$ cat src/rtl/muxn_arb_pkg.sv
// Shared constants for muxn_arb: mode encodings and legal parameter limits.
// Round-robin support is compiled in only when MUXN_ARB_RR_EN is defined.
package muxn_arb_pkg;

    localparam logic MODE_DIRECT = 1'b0;
    localparam logic MODE_RR     = 1'b1;

    localparam int NUM_IN_MIN = 32'd2;
    localparam int NUM_IN_MAX = 32'd16;
    localparam int W_MIN      = 32'd1;

endpackage

$ cat src/rtl/muxn_arb_rr_arb.sv
// Combinational rotating-priority arbiter: first requester at or above ptr wins,
// wrapping by explicit compare so NUM_IN need not be a power of two.
module rr_arb
    import muxn_arb_pkg::*;
#(
    parameter int NUM_IN = 4
) (
    input  logic [NUM_IN-1:0]         req,
    input  logic [$clog2(NUM_IN)-1:0] ptr,
    output logic [NUM_IN-1:0]         gnt,
    output logic [$clog2(NUM_IN)-1:0] idx
);

    localparam int SW = $clog2(NUM_IN);
    localparam logic [SW:0] NUM_IN_L = (SW+1)'(NUM_IN);

    logic [SW:0]   sum_s;
    logic [SW-1:0] cand_s;
    logic          found_s;

    // Scan NUM_IN positions starting at ptr; the first requester wins.
    always_comb begin
        gnt     = '0;
        idx     = '0;
        found_s = 1'b0;
        sum_s   = '0;
        cand_s  = '0;
        for (int k = 0; k < NUM_IN; k++) begin
            sum_s = {1'b0, ptr} + (SW+1)'(k);
            if (sum_s >= NUM_IN_L) begin
                sum_s = sum_s - NUM_IN_L;
            end else begin
                sum_s = sum_s;
            end
            cand_s = sum_s[SW-1:0];
            if (!found_s && req[cand_s]) begin
                found_s     = 1'b1;
                gnt[cand_s] = 1'b1;
                idx         = cand_s;
            end else begin
                found_s = found_s;
            end
        end
    end

endmodule

$ cat src/rtl/muxn_arb.sv
// N-input registered mux with valid/ready on every port; direct select or
// round-robin arbitration (round-robin only when MUXN_ARB_RR_EN is defined).
module muxn_arb
    import muxn_arb_pkg::*;
#(
    parameter int NUM_IN = 4,
    parameter int W      = 4
) (
    input  logic                      clk,
    input  logic                      reset,
    input  logic [NUM_IN*W-1:0]       in_data,
    input  logic [NUM_IN-1:0]         in_val,
    output logic [NUM_IN-1:0]         in_rdy,
    input  logic [$clog2(NUM_IN)-1:0] sel,
    input  logic                      mode,
    output logic [W-1:0]              out_data,
    output logic                      out_val,
    input  logic                      out_rdy,
    output logic [$clog2(NUM_IN)-1:0] grant
);

    localparam int SW = $clog2(NUM_IN);
    localparam logic [SW:0] NUM_IN_L = (SW+1)'(NUM_IN);

    if (NUM_IN < NUM_IN_MIN || NUM_IN > NUM_IN_MAX || W < W_MIN) begin : g_bad_cfg
        $error("muxn_arb: NUM_IN or W outside legal range");
    end

    logic              can_accept_s;
    logic              pick_s;
    logic              xfer_s;
    logic [SW-1:0]     chosen_s;
    logic [NUM_IN-1:0] rdy_s;
    logic [W-1:0]      word_s;
    logic [W-1:0]      out_data_r;
    logic              out_val_r;
    logic [SW-1:0]     grant_r;

    // A fill is allowed when the register is empty or drains this same edge.
    assign can_accept_s = !out_val_r || out_rdy;

`ifdef MUXN_ARB_RR_EN
    localparam logic [SW-1:0] LAST_IDX = SW'(NUM_IN - 1);
    localparam logic [SW-1:0] ONE_IDX  = SW'(1);

    logic [SW-1:0]     ptr_r;
    logic [NUM_IN-1:0] rr_gnt_s;
    logic [SW-1:0]     rr_idx_s;
    logic              rr_mode_s;

    assign rr_mode_s = (mode == MODE_RR);

    rr_arb #(.NUM_IN(NUM_IN)) u_rr_arb (
        .req (in_val),
        .ptr (ptr_r),
        .gnt (rr_gnt_s),
        .idx (rr_idx_s)
    );
`else
    logic unused_mode_s;
    assign unused_mode_s = mode;
`endif

    // Channel choice: arbiter winner in round-robin mode, else sel when in range.
    always_comb begin
        chosen_s = sel;
        pick_s   = 1'b0;
`ifdef MUXN_ARB_RR_EN
        if (rr_mode_s) begin
            chosen_s = rr_idx_s;
            pick_s   = |rr_gnt_s;
        end else begin
            pick_s = ({1'b0, sel} < NUM_IN_L);
        end
`else
        pick_s = ({1'b0, sel} < NUM_IN_L);
`endif
    end

    // One-hot ready and the matching data word; all ready bits low during reset.
    always_comb begin
        rdy_s  = '0;
        word_s = '0;
        for (int i = 0; i < NUM_IN; i++) begin
            if (reset && pick_s && can_accept_s && (chosen_s == SW'(i))) begin
                rdy_s[i] = 1'b1;
                word_s   = in_data[i*W +: W];
            end else begin
                rdy_s[i] = 1'b0;
            end
        end
    end

    assign xfer_s = |(in_val & rdy_s);

    // Output register: fill on transfer, clear valid on a drain without refill.
    always_ff @(posedge clk) begin
        if (!reset) begin
            out_data_r <= '0;
            out_val_r  <= 1'b0;
            grant_r    <= '0;
        end else if (xfer_s) begin
            out_data_r <= word_s;
            out_val_r  <= 1'b1;
            grant_r    <= chosen_s;
        end else if (out_rdy) begin
            out_val_r  <= 1'b0;
        end else begin
            out_val_r  <= out_val_r;
        end
    end

`ifdef MUXN_ARB_RR_EN
    // Pointer moves past the winner only on a round-robin transfer.
    always_ff @(posedge clk) begin
        if (!reset) begin
            ptr_r <= '0;
        end else if (rr_mode_s && xfer_s) begin
            ptr_r <= (chosen_s == LAST_IDX) ? '0 : chosen_s + ONE_IDX;
        end else begin
            ptr_r <= ptr_r;
        end
    end
`endif

    assign in_rdy   = rdy_s;
    assign out_data = out_data_r;
    assign out_val  = out_val_r;
    assign grant    = grant_r;

endmodule

$ cat config.mk
export PLATFORM = sky130hd
export DESIGN_NAME = muxn_arb
export DESIGN_NICKNAME = d
export VERILOG_FILES = /design/src/rtl/muxn_arb_pkg.sv /design/src/rtl/muxn_arb_rr_arb.sv /design/src/rtl/muxn_arb.sv
export SDC_FILE = /design/constraint.sdc
export NUM_CORES = 1
export LEC_CHECK = 0
export ABC_AREA = 1
export CAP_MARGIN = 5
export CORE_AREA = 2 2 47 49
export DETAILED_ROUTE_END_ITERATION = 6
export DIE_AREA = 0 0 49 51
export PLACE_DENSITY = 0.66
export SYNTH_ARGS = -nofsm -noshare
export SYNTH_HDL_FRONTEND = slang
export SYNTH_HIERARCHICAL = 1
export SYNTH_SLANG_ARGS = --single-unit
$ cat constraint.sdc
create_clock -name clk -period 1.25 [get_ports clk]
set_input_delay 0.25 -clock clk [delete_from_list [all_inputs] [get_ports clk]]
set_output_delay 0.25 -clock clk [all_outputs]
set_load 0.01 [all_outputs]
==> run_results.csv <==
group,metric,value,unit
sta,holdWs,0.4082,ns
sta,fin_skew,0.0004341,ns
finish,final_cell_mix,"20 x nand2_1, 20 x clkdlybuf4s50_1, 16 x nand3_1",
worst_setup_path,crit_family,"flip-flops",
yosys,ys_ff_latch,7,
floorplan,die_h,51,um
clock_tree,path_clk_slew,0.05,ns
routing,detail_route.wl_per_cell,10.55,um
sta,max_freq,763.5,MHz
clock_tree,clock-sinks,7,
sta,tightestPinTransition,0.2159,ns
finish,utilization,52.27,%
worst_setup_path,worst_r2r_path_depth,7,
floorplan,initial_core_util,27.65,%
outcome,violations,"negative setup slack",
clock_tree,htreeDepth,1,
pwr,leakagePower,0.5660,nW
yosys,synthCells,93,
clock_tree,cts_max_path_buffers,2,
grt,grt_pass1_wl,3036,um
worst_setup_path,cp_cell_sequence,"a21oi_4, inv_2, nor3_2, buf_2",
sta,period_needed,1.310,ns
job,maxCapViolCount,0,
worst_setup_path,r2r-end,"out_data[3]",
yosys,syn_nets,119,
routing,ant_nets,0,
clock_tree,cts_buffers,3,
sta,worst_slack,-0.05980,ns
sta,finalSetupViolations,8,
sta,hold_viol,0,
sta,rsz0062_at_grt,"yes",
pwr,combPwrFrac,39.5,%
outcome,status,"finished, violations left",
grt,grt.total_usage,15.70,%
clock_tree,cts_tree,"yes",
floorplan,die_x,49,um
finish,nNetsFinal,173,
worst_setup_path,start_kind,"flop",
pwr,switching_share,31.54,%
routing,routed_wl,1836,um
pwr,p_clk_share,27.4,%
yosys,ys_seq_area_share,24.56,%
floorplan,ioPinCount,37,
routing,drcViolationCount,0,
pwr,internal_power,0.5292,mW
floorplan,rows,17,
finish,drive_gt1_share,30.14,%
place,pre_cts_ws,-0.7579,ns
sta,final-max-slew-violation-count,0,
grt,grt_pass1_vias,743,
finish,n_antenna_cell,0,
worst_setup_path,worstSetupEndpointType,"primary output",
clock_tree,clk_latency,0.25,ns
floorplan,core,0.002063,mm2
worst_setup_path,critPathBufInv,2,
yosys,synth_top_area_share,24.56,%
yosys,ys_warn_count,6,
yosys,mappedNetlistArea,570.5,um2
pwr,p_sw,0.2438,mW
grt,grt_start_max_net_pins,15,
pwr,cellPowerDensity,716.7,mW/mm2
worst_setup_path,crit_slowest_cell,"dfxtp_2",
yosys,yosysTopAreaCell,"dfxtp_1",
floorplan,die-area,0.002499,mm2
grt,grt_overflow_total,0,
grt,grt_antenna_before_repair,0,
worst_setup_path,worstReg2RegStart,"out_val",
routing,firstDrtPassIters,4,
clock_tree,clock-root-buffer,"clkbuf_4",
sta,period_share,104.8,%
pwr,pwr-share-seq,33.1,%
pwr,ir_drop,0.6633,mV
yosys,synthTopCellsByArea,"dfxtp_1 25%, nand3_1 14%, nand2_1 13%",
worst_setup_path,cp_max_fo,4,
hold_path,holdCritStartpoint,"reset",
worst_setup_path,crit_required,1.00,ns
sta,timing.setup.tns,-0.2588,ns
place,finalWeightedCongestion,0.7729,
place,place_hpwl,1486,um
worst_setup_path,arrival,1.06,ns
routing,viasPerCell,4.506,
routing,drtIter0Drc,6,
sta,relSlewSlack,85.61,%
worst_setup_path,worst-r2r-setup-slack,-0.03,ns
finish,area_growth,89.03,%
hold_path,hold_depth,3,
worst_setup_path,cp_slowest_stage_delay,0.33,ns
hold_path,whs_endpoint,"out_val",
yosys,synth_cell_types,16,
yosys,syn_avg_cell_area,6.135,um2
place,port_buffers,35,
hold_path,hp-class,"in2reg",
routing,dr_total_vias,784,
worst_setup_path,crit_type,"reg2out",
clock_tree,post_cts_buffers,0,
[tightest hold or removal path, stage by stage]
cell and delay, ns:
dlygate4sd2_1 0.25, inv_2 0.08, a21oi_1 0.04
[stage by stage]
| stage | power [mW] | std cells | cell area [um2] |
|---|---|---|---|
| finish | 0.7730 | 174 | 1079 |
| global route | 0.8271 | 174 | 1079 |
| CTS | 0.7740 | 174 | 1067 |
| detailed placement | 0.5741 | 169 | 1044 |
| global placement | 0.5674 | 169 | 1044 |
| floorplan | 0.3880 | 93 | 570.5 |
[cell families after synthesis]
kind of cell,count (synthesis),share of synthesized area (%)
AO/OA/AOI/OAI,3,4.606
AND/OR/NAND/NOR,64,55.26
buffers and inverters,19,15.57
flip-flops,7,24.56
[timing repair]
action	CTS	global route
gates resized for setup	37	5
hold buffers	0	0
gates cloned	1	0
pin swaps	3	3
setup endpoints to repair	18	12
[worst max-delay path by stage]
stage | from | endpoint | slack, ns | cells after the start
CTS | out_val | in_rdy[1] | -0.14 | 4
finish | out_val | in_rdy[1] | -0.06 | 4
global placement | out_rdy | in_rdy[1] | -0.70 | 6
detailed placement | reset | in_rdy[1] | -0.76 | 6
floorplan | out_val | in_rdy[0] | -0.04 | 4
global route | out_val | in_rdy[1] | -0.13 | 4
[area by class of cell]
class | instances | area [um2]
tap | 28 | 35.03
inverter | 17 | 63.81
multi-input combinational | 68 | 385.4
fill | 228 | 984.7
timing repair buffer | 50 | 426.7
sequential | 7 | 141.4
clock buffer | 4 | 26.28
[registers in the layout, indices dropped and copies added (netlist names)]
signal,flops
out_val,1
out_data,4
grant,2
[cells in the mapped netlist, drive strengths merged]
cell type,count
a21oi,3
buf,1
clkbuf,1
inv,17
nand4,7
dfxtp,7
nand2,23
nor3,4
nor2,14
nand3,16
[layer usage]
layer | up-vias | global-route usage (%) | part of all wire, %
met5 | - | 0 | 0
met4 | 0 | 2.857 | 0
met3 | 0 | 6.140 | 6.3
met2 | 25 | 29.45 | 54
met1 | 351 | 16.79 | 40
li1 | 408 | - | -
[power by group through the flow]
stage / sequential, mW / clock [mW] / combinational [mW]
floorplan: 0.271 / 0 / 0.118
global placement: 0.259 / 0 / 0.308
detailed placement: 0.261 / 0 / 0.313
CTS: 0.256 / 0.216 / 0.302
global route: 0.259 / 0.232 / 0.336
finish: 0.256 / 0.212 / 0.305
Note: power is estimated with default switching activity, not from simulation.
